--- src/rtl/keyboard_decoder_if.sv ---
// Scancode FIFO handshake plus decoded keyboard state between the FIFO side
// (master) and the keyboard_decoder (slave).
interface keyboard_decoder_if #(
  parameter int DATA_W = 8
);
  logic              ready;
  logic              overflow;
  logic [DATA_W-1:0] data;
  logic              set_rst;
  logic              set_next;
  logic              ctrl;
  logic              alt;
  logic              shift;
  logic              caps;
  logic [DATA_W-1:0] key;

  modport master (
    output ready, overflow, data,
    input  set_rst, set_next, ctrl, alt, shift, caps, key
  );

  modport slave (
    input  ready, overflow, data,
    output set_rst, set_next, ctrl, alt, shift, caps, key
  );
endinterface

--- src/rtl/keyboard_decoder.sv ---
// PS/2 set-2 scancode decoder: pops bytes from a scancode FIFO, tracks E0/F0
// prefixes, modifier keys, Caps Lock toggle and the currently held key.
module keyboard_decoder (
  input  logic               clk,
  input  logic               rst,
  keyboard_decoder_if.slave  kb
);

  localparam int DATA_W = 8;

  localparam logic [DATA_W-1:0] SC_EXT    = 8'hE0;
  localparam logic [DATA_W-1:0] SC_BRK    = 8'hF0;
  localparam logic [DATA_W-1:0] SC_LSHIFT = 8'h12;
  localparam logic [DATA_W-1:0] SC_RSHIFT = 8'h59;
  localparam logic [DATA_W-1:0] SC_CTRL   = 8'h14;
  localparam logic [DATA_W-1:0] SC_ALT    = 8'h11;
  localparam logic [DATA_W-1:0] SC_CAPS   = 8'h58;

  typedef enum logic [1:0] {
    IDLE = 2'd0,
    POP  = 2'd1,
    OVF  = 2'd2
  } state_t;

  state_t            state, state_n;
  logic              ext, ext_n;
  logic              brk, brk_n;
  logic              lshift, lshift_n, rshift, rshift_n;
  logic              lctrl, lctrl_n, rctrl, rctrl_n;
  logic              lalt, lalt_n, ralt, ralt_n;
  logic              caps, caps_n;
  logic              caps_held, caps_held_n;
  logic [DATA_W-1:0] key, key_n;
  logic              set_next_n, set_rst_n;
  logic              set_next_q, set_rst_q;
  logic              ctrl_q, alt_q, shift_q;

  // Keyboard self-test / ack / echo / resend / error bytes carry no key info.
  function automatic logic is_ignored(input logic [DATA_W-1:0] b);
    return (b == 8'h00) || (b == 8'hAA) || (b == 8'hEE) ||
           (b == 8'hFA) || (b == 8'hFE) || (b == 8'hFF);
  endfunction

  always_comb begin
    state_n     = state;
    ext_n       = ext;
    brk_n       = brk;
    lshift_n    = lshift;
    rshift_n    = rshift;
    lctrl_n     = lctrl;
    rctrl_n     = rctrl;
    lalt_n      = lalt;
    ralt_n      = ralt;
    caps_n      = caps;
    caps_held_n = caps_held;
    key_n       = key;
    set_next_n  = 1'b0;
    set_rst_n   = 1'b0;

    case (state)
      IDLE: begin
        if (kb.overflow) begin
          // Overflow wins over a pending byte; modifiers survive the flush.
          state_n   = OVF;
          set_rst_n = 1'b1;
          ext_n     = 1'b0;
          brk_n     = 1'b0;
          key_n     = '0;
        end else if (kb.ready) begin
          state_n    = POP;
          set_next_n = 1'b1;
          if (kb.data == SC_EXT) begin
            ext_n = 1'b1;
          end else if (kb.data == SC_BRK) begin
            brk_n = 1'b1;
          end else begin
            ext_n = 1'b0;
            brk_n = 1'b0;
            if (!(!ext && !brk && is_ignored(kb.data))) begin
              case (kb.data)
                SC_LSHIFT: if (!ext) lshift_n = !brk;
                SC_RSHIFT: if (!ext) rshift_n = !brk;
                SC_CTRL: begin
                  if (ext) rctrl_n = !brk;
                  else     lctrl_n = !brk;
                end
                SC_ALT: begin
                  if (ext) ralt_n = !brk;
                  else     lalt_n = !brk;
                end
                SC_CAPS: begin
                  if (!ext) begin
                    if (brk) begin
                      caps_held_n = 1'b0;
                    end else if (!caps_held) begin
                      caps_n      = !caps;
                      caps_held_n = 1'b1;
                    end
                  end
                end
                default: begin
                  if (!ext) begin
                    if (!brk)                 key_n = kb.data;
                    else if (kb.data == key)  key_n = '0;
                  end
                end
              endcase
            end
          end
        end
      end
      POP:     state_n = IDLE;
      OVF:     state_n = IDLE;
      default: state_n = IDLE;
    endcase
  end

  always_ff @(posedge clk or posedge rst) begin
    if (rst) begin
      state      <= IDLE;
      ext        <= 1'b0;
      brk        <= 1'b0;
      lshift     <= 1'b0;
      rshift     <= 1'b0;
      lctrl      <= 1'b0;
      rctrl      <= 1'b0;
      lalt       <= 1'b0;
      ralt       <= 1'b0;
      caps       <= 1'b0;
      caps_held  <= 1'b0;
      key        <= '0;
      set_next_q <= 1'b0;
      set_rst_q  <= 1'b0;
      ctrl_q     <= 1'b0;
      alt_q      <= 1'b0;
      shift_q    <= 1'b0;
    end else begin
      state      <= state_n;
      ext        <= ext_n;
      brk        <= brk_n;
      lshift     <= lshift_n;
      rshift     <= rshift_n;
      lctrl      <= lctrl_n;
      rctrl      <= rctrl_n;
      lalt       <= lalt_n;
      ralt       <= ralt_n;
      caps       <= caps_n;
      caps_held  <= caps_held_n;
      key        <= key_n;
      set_next_q <= set_next_n;
      set_rst_q  <= set_rst_n;
      ctrl_q     <= lctrl_n | rctrl_n;
      alt_q      <= lalt_n | ralt_n;
      shift_q    <= lshift_n | rshift_n;
    end
  end

  assign kb.set_next = set_next_q;
  assign kb.set_rst  = set_rst_q;
  assign kb.ctrl     = ctrl_q;
  assign kb.alt      = alt_q;
  assign kb.shift    = shift_q;
  assign kb.caps     = caps;
  assign kb.key      = key;

endmodule

--- src/flat_wrapper.sv ---
// flat-port wrapper written by rule: the top's interface ports become plain ports
module keyboard_decoder_flat 
  (clk, rst, kb_ready, kb_overflow, kb_data, kb_set_rst, kb_set_next, kb_ctrl, kb_alt, kb_shift, kb_caps, kb_key);
  keyboard_decoder_if kb_i ();
  input  logic clk;
  input  logic rst;
  input wire logic [$bits(kb_i.ready)-1:0] kb_ready;
  input wire logic [$bits(kb_i.overflow)-1:0] kb_overflow;
  input wire logic [$bits(kb_i.data)-1:0] kb_data;
  output wire logic [$bits(kb_i.set_rst)-1:0] kb_set_rst;
  output wire logic [$bits(kb_i.set_next)-1:0] kb_set_next;
  output wire logic [$bits(kb_i.ctrl)-1:0] kb_ctrl;
  output wire logic [$bits(kb_i.alt)-1:0] kb_alt;
  output wire logic [$bits(kb_i.shift)-1:0] kb_shift;
  output wire logic [$bits(kb_i.caps)-1:0] kb_caps;
  output wire logic [$bits(kb_i.key)-1:0] kb_key;
  assign kb_i.ready = kb_ready;
  assign kb_i.overflow = kb_overflow;
  assign kb_i.data = kb_data;
  assign kb_set_rst = kb_i.set_rst;
  assign kb_set_next = kb_i.set_next;
  assign kb_ctrl = kb_i.ctrl;
  assign kb_alt = kb_i.alt;
  assign kb_shift = kb_i.shift;
  assign kb_caps = kb_i.caps;
  assign kb_key = kb_i.key;
  keyboard_decoder u_core (.clk(clk), .rst(rst), .kb(kb_i));
endmodule
--- config.mk ---
export PLATFORM = sky130hd
export DESIGN_NAME = keyboard_decoder_flat
export DESIGN_NICKNAME = d
export VERILOG_FILES = /design/src/rtl/keyboard_decoder_if.sv /design/src/rtl/keyboard_decoder.sv /design/src/flat_wrapper.sv
export SDC_FILE = /design/constraint.sdc
export NUM_CORES = 1
export LEC_CHECK = 0
export BUFFER_PORTS_ARGS = -buffer_cell sky130_fd_sc_hd__buf_2
export CAP_MARGIN = 20
export CORE_MARGIN = 4
export CORE_UTILIZATION = 54
export DETAILED_ROUTE_END_ITERATION = 7
export PLACE_DENSITY = 0.86
export REMOVE_ABC_BUFFERS = 1
export SETUP_SLACK_MARGIN = 0.05
export SKIP_CTS_REPAIR_TIMING = 1
export SYNTH_ARGS = -nofsm -noshare
export SYNTH_HDL_FRONTEND = slang
export SYNTH_SLANG_ARGS = --single-unit
--- constraint.sdc ---
create_clock -name clk -period 2.1 [get_ports clk]
set_input_delay 0.105 -clock clk [delete_from_list [all_inputs] [get_ports clk]]
set_output_delay 0.105 -clock clk [all_outputs]
set_load 0.01 [all_outputs]
Word level (Yosys, flattened, before mapping)
Index checks and enable logic that the tools add are counted.
{"block": "totals", "reg_bits": 25, "in_bits": 12, "out_inout_bits": 14, "elab_cells": 141}
{"block": "op_classes", "n_eq_ne": 21, "mux": 74, "bitwise_logic": 10, "reduce_logical": 19}
{"cell": "8-bit two-way mux", "n": 9}
{"cell": "1-bit two-way mux", "n": 62}
{"cell": "8-bit == test (second input constant)", "n": 7}
{"cell": "8-bit by 5-bit == test with 1-bit output (second input constant)", "n": 3}
{"cell": "8-bit by 7-bit == test with 1-bit output (second input constant)", "n": 2}
{"cell": "8-bit AND reduction", "n": 2}
{"cell": "10-bit AND reduction", "n": 1}
{"cell": "8-bit == test", "n": 1}
{"cell": "8-bit logical NOT", "n": 1}
{"cell": "2-bit inequality test (second input constant)", "n": 4}
{"cell": "1-bit inverter", "n": 7}
{"cell": "2-bit two-way mux", "n": 3}
{"cell": "3-bit inequality test (second input constant)", "n": 2}
{"cell": "3-bit AND reduction", "n": 2}
{"cell": "1-bit logical OR", "n": 5}
{"cell": "5-bit OR reduction", "n": 1}
{"cell": "1-bit logical NOT", "n": 3}
{"cell": "3-bit by 2-bit inequality test with 1-bit output (second input constant)", "n": 1}
{"cell": "1-bit OR", "n": 3}
{"cell": "1-bit logical AND", "n": 2}
{"cell": "2-bit logical NOT", "n": 1}
{"cell": "2-bit by 1-bit inequality test with 1-bit output (second input constant)", "n": 1}
{"cell": "2-bit nonzero test", "n": 1}

Longest topological paths before layout
{"block": "depth", "ltp_word": 14, "mapped_depth": 7, "ltp_nobuf": 5}

Least setup slack after synthesis
Ideal clock, no wire load.
{"block": "synth_timing", "path_kind": "register to register", "start": "register u_core.state[1]", "end": "register u_core.rctrl", "setup_ns": 0.127, "t_arrival_ns": 1.768, "required_time_ns": 1.973, "setup_slack_ns": 0.205, "stages_incl_launch_ff": 6, "n_path_buf": 0, "synth_period_minus_slack_ns": 1.895, "path_cell_list": "dfrtp_1 -> or4b_1 -> nor2_1 -> and4b_1 -> nand3_1 -> mux2_1"}
{"block": "synth_via", "elab_chain_cells": 2}
{"element": "start: declaration", "line_no": "keyboard_decoder.sv:25", "source": "state_t state, state_n;"}
{"element": "start signal: assignment", "line_no": "keyboard_decoder.sv:138", "source": "state <= state_n;"}
{"element": "2-bit logical NOT", "line_no": "keyboard_decoder.sv:60", "source": "case (state)"}
{"element": "1-bit two-way mux", "line_no": "keyboard_decoder.sv:60"}
{"element": "via u_core.rctrl_n", "line_no": "keyboard_decoder.sv:29", "source": "logic lctrl, lctrl_n, rctrl, rctrl_n;"}
{"element": "end signal: assignment", "line_no": "keyboard_decoder.sv:144", "source": "rctrl <= rctrl_n;"}
{"element": "end: declaration", "line_no": "keyboard_decoder.sv:29"}
The timed path passes the listed nets, and every way through them passes these cells.
A chain may end at the register's enable or synchronous reset.

Worst setup path after layout
Same ends and word-level chain as after synthesis.

==> out/results.ini <==
[status]
status=finished, violations left
violations=negative hold slack

[die]
fp.dieH_um=59.64
core_area_sq_mm=0.002500
io_pins=26
fp-row-count=18
dieArea_sq_mm=0.003557
fp.dieW_um=59.64
start_util_pct=57.61

[synth]
ys_types=38
ys_seq_elements=25
yosys_warnings=0
synth-async-reset-ratio_pct=100.0
synth_edf_count=0
seq_area_frac_synth_pct=43.44
postSynthCellCount=144
netlist_area_sq_mm=0.001440
syn_area_per_cell_sq_um=10.00
synth-main-ff-cell=dfrtp_1

[cells_and_area]
final_layout_size_suffix_gt1_share_pct=25.90
final_cell_area_sq_mm=0.001588
most-common-layout-cells=buf_2 (25), dfrtp_1 (25), nand2_1 (23)
layout.nets=179
antenna_cells=0
area_growth_pct=10.25

[route]
drc_errors=0
wl_um=3155
drt_iter0_drc=48
vias_per_cell=5.929
drt_pre_antenna_iters=4
routedWlPerCell_um=16.10
postRouteAntennaNets=0
vias=1162

[power]
power_leakage_uw=0.0007933
powerDensity_mw_per_mm2=604.1
ir_drop_v=0.0003565

[sta]
setup_viol=0
drv_slew=0
hold_viol=25
rsz0062_at_grt=false
max_freq_mhz=515.7
whs_ns=-0.04114
period_needed_ns=1.939
slew-limit-headroom_pct=38.86
skew_ns=0.0007764
worst_slew_pin_slew_ns=0.9161
period_share_pct=92.34
finalSetupTns_ns=0

[global_route]
grt_use_total_pct=19.42
grt_pass1_vias=1137
grt_max_degree=26
antenna_found_initial=0
grt_pass1_wl_um=5264
grt-ovfl-total=0

[setup_path]
path_class=reg -> reg
reg2reg_to=u_core.rctrl$_DFF_PP0_
rr_startpoint=u_core.state[1]$_DFFE_PP0P_
cp.required_ns=2.32
crit_path_start=u_core.state[1]$_DFFE_PP0P_
r2r_slack_ns=0.16
arrival_ns=2.16
critPathCaptureType=flop
reg2reg_depth=5
worst_setup_path_start_kind=flop
crit_path_max_fanout=4

[clock_tree]
clockBufferDepth=2
clkLatencyLatePin_ns=0.32
cts_buffers=3
cts_root_buf=clkbuf_4
htree_num_levels=1
clock_sinks=25
cts.clk_slew.worst_paths_ns=0.14
tritoncts=built

[placed_design]
dp_hpwl_um=2351
gp_congestion=0.8374
dpl_cell_area_sq_mm=0.001554
io_buffers=25

[job]
drv_cap=0

[hold_path]
holdCritPathClass=in -> async

[worst max-delay path, stage by stage, from the launching register on]
cell     delay (ns)
dfrtp_1        0.40
or4b_4         0.58
nor2_2         0.14
and4b_2        0.28
nand3_1        0.10
mux2_1         0.33
[per-stage QoR]
stage               hold slack, ns  power [uW]  worst slack (ns)  cells  util (%)
global route               0.02761        1006           0.05889    196     63.51
detailed placement          0.3601       745.3           0.07094    192     62.16
CTS                     0.00002753       961.4           0.05352    196     63.21
global placement            0.3356       733.3            0.1402    192     62.16
floorplan                   0.1323       665.4            0.2045    136         -
finish                    -0.04114       959.2            0.1610    196     63.51
[power breakdown]
| group | internal [uW] | leakage [uW] | total (uW) | switching [uW] |
|---|---|---|---|---|
| logic | 86.7 | 0.000440 | 201 | 114 |
| registers | 513 | 0.000339 | 536 | 23.4 |
| clock network | 74.4 | 0.0000150 | 223 | 148 |
[worst max-delay path by stage]
stage / to / slack, ns
CTS: u_core.rctrl$_DFF_PP0_ / 0.05
global route: u_core.rctrl$_DFF_PP0_ / 0.06
finish: u_core.rctrl$_DFF_PP0_ / 0.16
global placement: u_core.rctrl$_DFF_PP0_ / 0.14
detailed placement: u_core.rctrl$_DFF_PP0_ / 0.07
floorplan: u_core.rctrl$_DFF_PP0_ / 0.20
[cell usage after synthesis (3+ instances only)]
library cell,n,area [sq um]
nand2_1,23,86.33
buf_6,3,33.78
nand3_1,3,15.01
buf_2,3,15.01
xnor2_1,8,70.07
mux2i_1,8,80.08
dfrtp_1,25,625.6
nor3_1,6,30.03
nor2_1,9,33.78
mux2_2,6,67.56
inv_1,7,26.28
nand4_1,4,25.02
o22ai_1,3,18.77
[cells by family (layout without fill, tap and decap cells)]
logic type / after synthesis / after routing / share of synthesized area (%)
xor gates and xnor gates: 10 / 10 / 6.082
and+or+nand+nor: 64 / 64 / 25.63
DFF: 25 / 25 / 43.44
buffers and inverters: 15 / 37 / 5.734
AOI/OAI and AO/OA: 13 / 13 / 6.256
muxes: 17 / 17 / 12.86
[layout make-up]
class / count / area (sq um)
Timing Repair Buffer: 26 / 132.6
Multi-Input combinational cell: 104 / 739.5
Clock buffer: 4 / 26.28
Sequential cell: 25 / 625.6
Tap cell: 30 / 37.54
Fill cell: 208 / 912.1
Inverter: 7 / 26.28
[flip-flops by register name (all words and copies together) (netlist names)]
name and cells:
u_core.ralt 1, u_core.kb.ctrl 1, u_core.kb.set_rst 1, u_core.kb.shift 1
u_core.kb.caps 1, u_core.lalt 1, u_core.kb.set_next 1, u_core.brk 1
u_core.caps_held 1, u_core.kb.key 8, u_core.kb.alt 1, u_core.state 2
u_core.lctrl 1, u_core.rctrl 1, u_core.lshift 1, u_core.ext 1
u_core.rshift 1
[routing by layer]
metal  vias to the layer above  GRT usage [%]  routed length (um)
met5                         -              0                   0
met1                       558          25.14                1360
met4                         0          8.228                  57
li1                        550              -                   -
met2                        43          31.64                1563
met3                        11          3.486                 173
No activity file was read; power rests on OpenSTA's default activity.
